--- src/rtl/cpu_mem_pkg.sv ---
// Shared types and constants for the CPU-side memory bridge: FSM state encoding,
// bus transfer sizes and the kseg0/kseg1 unmapped-segment translation constants.
package cpu_mem_pkg;

    typedef enum logic [2:0] {
        IDLE   = 3'd0,
        I_ADDR = 3'd1,
        I_DATA = 3'd2,
        D_ADDR = 3'd3,
        D_DATA = 3'd4
    } state_t;

    typedef enum logic [1:0] {
        SIZE_B = 2'd0,
        SIZE_H = 2'd1,
        SIZE_W = 2'd2
    } size_t;

    // kseg0 (0x8000_0000) and kseg1 (0xA000_0000) share top bits 2'b10 and both
    // alias the low 512 MB of physical memory.
    localparam logic [1:0]  KSEG01_TAG     = 2'b10;
    localparam logic [31:0] KSEG_PHYS_MASK = 32'h1FFF_FFFF;

endpackage

--- src/rtl/addr_xlate.sv ---
// Combinational virtual-to-physical mapping for the unmapped kernel segments;
// every other address passes through untouched.
module addr_xlate
    import cpu_mem_pkg::*;
#(
    parameter bit KSEG_MAP = 1'b1
)(
    input  logic [31:0] vaddr,
    output logic [31:0] paddr
);

    always_comb begin
        paddr = vaddr;
        if (KSEG_MAP && (vaddr[31:30] == KSEG01_TAG)) begin
            paddr = vaddr & KSEG_PHYS_MASK;
        end
    end

endmodule

--- src/rtl/cpu_mem_bridge.sv ---
// Serialises instruction-fetch and data-access requests onto a single SRAM-like
// bus with one transaction outstanding, and raises pipeline stalls until each completes.
module cpu_mem_bridge
    import cpu_mem_pkg::*;
#(
    parameter bit KSEG_MAP   = 1'b1,
    parameter bit DATA_FIRST = 1'b1
)(
    input  logic        clk,
    input  logic        rst,
    input  logic        inst_en,
    input  logic [31:0] if_pc,
    output logic [31:0] if_instr,
    output logic        stallreq_from_if,
    input  logic        mem_en,
    input  logic        mem_we,
    input  logic [3:0]  sel,
    input  logic [1:0]  mem_size,
    input  logic [31:0] mem_addr,
    input  logic [31:0] mem_wdata,
    output logic [31:0] mem_rdata,
    output logic        stallreq_from_mem,
    input  logic        cpu_stall,
    output logic        bus_req,
    output logic        bus_wr,
    output logic [1:0]  bus_size,
    output logic [3:0]  bus_wstrb,
    output logic [31:0] bus_addr,
    output logic [31:0] bus_wdata,
    input  logic        bus_addr_ok,
    input  logic        bus_data_ok,
    input  logic [31:0] bus_rdata
);

    state_t      state, state_next;
    logic        i_done, d_done;
    logic        i_pend, d_pend;
    logic        issue_i, issue_d;
    logic        i_complete, d_complete;
    logic [31:0] if_paddr, mem_paddr;

    addr_xlate #(.KSEG_MAP(KSEG_MAP)) u_xlate_if  (.vaddr(if_pc),    .paddr(if_paddr));
    addr_xlate #(.KSEG_MAP(KSEG_MAP)) u_xlate_mem (.vaddr(mem_addr), .paddr(mem_paddr));

    assign d_pend            = mem_en  & ~d_done;
    assign i_pend            = inst_en & ~i_done;
    assign stallreq_from_mem = d_pend;
    assign stallreq_from_if  = i_pend;

    always_ff @(posedge clk or posedge rst) begin
        // NOTE: sequential state is updated with <= so every register samples pre-edge values.
        if (rst) state <= IDLE;
        else     state <= state_next;
    end

    always_comb begin
        // NOTE: every output of this block gets a default first, so no path can infer a latch.
        state_next = state;
        bus_req    = 1'b0;
        issue_i    = 1'b0;
        issue_d    = 1'b0;
        i_complete = 1'b0;
        d_complete = 1'b0;
        unique case (state)
            IDLE: begin
                if (d_pend && (DATA_FIRST || !i_pend)) begin
                    issue_d    = 1'b1;
                    state_next = D_ADDR;
                end else if (i_pend) begin
                    issue_i    = 1'b1;
                    state_next = I_ADDR;
                end
            end
            I_ADDR: begin
                bus_req = 1'b1;
                if (bus_addr_ok) begin
                    i_complete = bus_data_ok;
                    state_next = bus_data_ok ? IDLE : I_DATA;
                end
            end
            I_DATA: begin
                if (bus_data_ok) begin
                    i_complete = 1'b1;
                    state_next = IDLE;
                end
            end
            D_ADDR: begin
                bus_req = 1'b1;
                if (bus_addr_ok) begin
                    d_complete = bus_data_ok;
                    state_next = bus_data_ok ? IDLE : D_DATA;
                end
            end
            D_DATA: begin
                if (bus_data_ok) begin
                    d_complete = 1'b1;
                    state_next = IDLE;
                end
            end
            default: state_next = IDLE;
        endcase
    end

    // Request fields are latched on the issue edge and stay frozen until the next issue.
    always_ff @(posedge clk or posedge rst) begin
        if (rst) begin
            bus_wr    <= 1'b0;
            bus_size  <= 2'b00;
            bus_wstrb <= 4'b0000;
            bus_addr  <= 32'h0;
            bus_wdata <= 32'h0;
        end else if (issue_d) begin
            bus_wr    <= mem_we;
            bus_size  <= mem_size;
            bus_wstrb <= mem_we ? sel : 4'b0000;
            bus_addr  <= mem_paddr;
            bus_wdata <= mem_wdata;
        end else if (issue_i) begin
            bus_wr    <= 1'b0;
            bus_size  <= SIZE_W;
            bus_wstrb <= 4'b0000;
            bus_addr  <= if_paddr;
            bus_wdata <= 32'h0;
        end
    end

    // A completion only counts if its request is still asserted; a flushed one is dropped.
    // Done flags survive only while the pipeline is stalled, so the advance edge clears them.
    always_ff @(posedge clk or posedge rst) begin
        if (rst) begin
            d_done    <= 1'b0;
            i_done    <= 1'b0;
            mem_rdata <= 32'h0;
            if_instr  <= 32'h0;
        end else begin
            d_done <= cpu_stall & (d_done | (d_complete & mem_en));
            i_done <= cpu_stall & (i_done | (i_complete & inst_en));
            if (d_complete && mem_en && !bus_wr) mem_rdata <= bus_rdata;
            if (i_complete && inst_en)           if_instr  <= bus_rdata;
        end
    end

endmodule

--- config.mk ---
export PLATFORM = sky130hd
export DESIGN_NAME = cpu_mem_bridge
export DESIGN_NICKNAME = d
export VERILOG_FILES = /design/src/rtl/cpu_mem_pkg.sv /design/src/rtl/addr_xlate.sv /design/src/rtl/cpu_mem_bridge.sv
export SDC_FILE = /design/constraint.sdc
export NUM_CORES = 1
export LEC_CHECK = 0
export BUFFER_PORTS_ARGS = -buffer_cell sky130_fd_sc_hd__buf_2
export CORE_AREA = 2 2 113 115
export CTS_CLUSTER_DIAMETER = 50
export DETAILED_ROUTE_END_ITERATION = 12
export DIE_AREA = 0 0 115 117
export HOLD_SLACK_MARGIN = 0.08
export PLACE_DENSITY = 0.78
export SYNTH_ARGS = -nofsm -noshare
export SYNTH_HDL_FRONTEND = slang
export SYNTH_SLANG_ARGS = --single-unit
--- constraint.sdc ---
create_clock -name clk -period 4.6 [get_ports clk]
set_input_delay 0.46 -clock clk [delete_from_list [all_inputs] [get_ports clk]]
set_output_delay 0.46 -clock clk [all_outputs]
set_load 0.02 [all_outputs]
==> results.ini <==
[run_status]
status = finished clean

[drt]
wire_per_inst_um = 17.1
antenna_left = 0
vias_per_cell = 5.19
totalWireLength_um = 14500
drt_iter0_markers = 258
vias = 4381
drt_pre_antenna_iters = 4
post-route-drc-count = 0

[critical_path]
arrival_ns = 2.59
end_kind = flip-flop
startpoint = d_done
r2r-start = d_done
crit_required_ns = 4.86
setup.worst_path.class = reg -> reg
cp-start-kind = flip-flop
path_max_fanout = 36

[global_route]
grt_overflow = 0
antenna_found_initial = 2
grt_max_degree = 107
grt_pass1_wl_um = 21500
groute.usage.overall = 0.210
grt_pass1_vias = 4472

[cts]
clk_pin_slew_ns = 0.06
cts_tree = done
clockBufferDepth = 2
cts.sinks = 140
htree_levels = 4
cts-resized-gates = 0
cts_buffers = 17
hold_buffers = 0
post_cts_buffers = 0
root_buffer = clkbuf_16
worstSkewPairLatency_ns = 0.42

[floorplanning]
core_area_um2 = 12300
die_x_um = 115
fp.dieH_um = 117
ios = 280
start_util = 0.442
rows = 41
die_area_um2 = 13500

[synth]
synth_commonest_cells = dfrtp_1, mux2_2, nor2_1
synth_edf_count = 0
yosysUniqueCellTypes = 33
netlist_area_um2 = 5440
ys.warnings.count = 0
ys_seq_area_frac = 0.644
synth.largest_area_cell = dfrtp_1
synthCells = 406
syn_area_per_cell_um2 = 13.4
synth-main-ff-cell = dfrtp_1
syn_nets = 548
synth_seq_cells = 140
yosysTopAreaCellShare = 0.644
synth.area.top_cells = dfrtp_1, mux2_2, a22o_1
yosys.cell_count.top_type = dfrtp_1
async_flop_share = 1.00

[power_and_ir_drop]
power.share.sequential = 0.360
powerDensity_nw_per_um2 = 787
p_clk_frac = 0.233
p_sw_mw = 2.31
swShare = 0.390
leakage_nw = 3.84
vdd_drop_max_v = 0.000438
p_int_mw = 3.63
p_comb_frac = 0.407
p_total_mw = 5.94

[layout]
antenna_cells = 0
multiInputGateArea_um2 = 1780
drive_above_1_share = 0.542
syn2layout_area_growth_pct = 38.6
seqCellArea_um2 = 3500
n_fill_cell = 1002
nets = 823

[timing]
rsz0062_at_grt = false
worst_slack_ns = 2.28
setup_viol = 0
skew_ns = 0.0150
slew_violations = 0
timing.fmax_mhz = 430
finalCriticalPeriod_ns = 2.32
fin_tns_setup_ns = 0
slew_headroom = 0.247
period_share = 0.505
hold_viol = 0
tightest_slew_ns = 1.13

[flow_run]
drv_cap = 0

[worst_hold_path]
hold_path_class = in -> async

[place]
hpwlAfterDp_um = 10100
portBuffers = 279
routabilityCongestion = 0.844
place_ws_ns = 2.16

[through the flow]
stage | hold slack [ns] | std cells | utilization | instance area, um2
after detailed placement | 0.471 | 812 | 0.564 | 6940
after floorplan | 0.455 | 406 | - | 5440
after global routing | 0.254 | 844 | 0.613 | 7550
after global placement | 0.466 | 812 | 0.564 | 6940
after CTS | 0.251 | 844 | 0.613 | 7550
final | 0.244 | 844 | 0.613 | 7550
[state kept, by name, summed over array words and instances (netlist names)]
name	cells
bus_addr	32
bus_wdata	32
if_instr	32
mem_rdata	32
bus_wstrb	4
state	3
bus_size	2
bus_wr	1
d_done	1
i_done	1
[critical path: stages, from the launching register on]
cell and delay, ns:
dfrtp_1 0.37, nand2b_1 0.14, buf_4 0.24, nand2_1 0.78, o21ai_0 0.16, a2111oi_0 0.48
[layout by cell type (no fill, tap or decap), types with 2 or more instances in the layout]
cell type  count
a21oi_1       32
a22o_1        35
a32o_1         4
buf_2        279
buf_4          7
bufinv_16      3
clkbuf_1       3
clkbuf_16     17
clkbuf_8       2
clkinv_2       3
clkinv_4       4
dfrtp_1      140
inv_1          4
mux2_1        11
mux2_2        54
nand2_1        4
nand3_1        2
nor2_1        35
nor3_4         3
o21a_1         3
o21ai_0        3
o22ai_1       31
[cell families after synthesis]
logic type             synth area share
DFF                               0.644
AOI/OAI and AO/OA                 0.144
muxes                             0.134
and+or+nand+nor                  0.0446
buffers and inverters            0.0331
[power groups by stage]
stage | Clock (mW) | Sequential (mW) | Combinational, mW
after floorplan | 0 | 2.80 | 0.894
after global placement | 0 | 2.12 | 2.37
after detailed placement | 0 | 2.14 | 2.43
after CTS | 1.42 | 2.14 | 2.45
after global routing | 1.47 | 2.20 | 2.60
final | 1.39 | 2.14 | 2.42
[final timing paths]
kind                       cells after the start  slack (ns)       endpoint
setup / recovery                               5        2.28       state[1]
hold / removal                                 2        0.24  bus_wdata[30]
setup reg to reg                               5        2.28       state[1]
hold reg to reg                                1        0.48   if_instr[18]
max in group asynchronous                      3        3.30   bus_addr[24]
min in group clk                               2        0.26  bus_wdata[13]
[layout make-up]
type                            instances  share of cell area
Clock buffer                           22              0.0615
Clock inverter                         10              0.0186
Inverter                                5             0.00315
Multi-Input combinational cell        231               0.236
Sequential cell                       140               0.464
Tap cell                              150              0.0249
Timing Repair Buffer                  286               0.192
[layer usage]
metal  vias to the layer above  GRT usage  part of all wire
li1                       2038          -                 -
met2                       207      0.365              0.51
met3                        32     0.0886             0.088
met5                         -          0           0.00090
met1                      2102      0.223              0.38
met4                         2     0.0980             0.021
No activity file was read; power rests on OpenSTA's default activity.
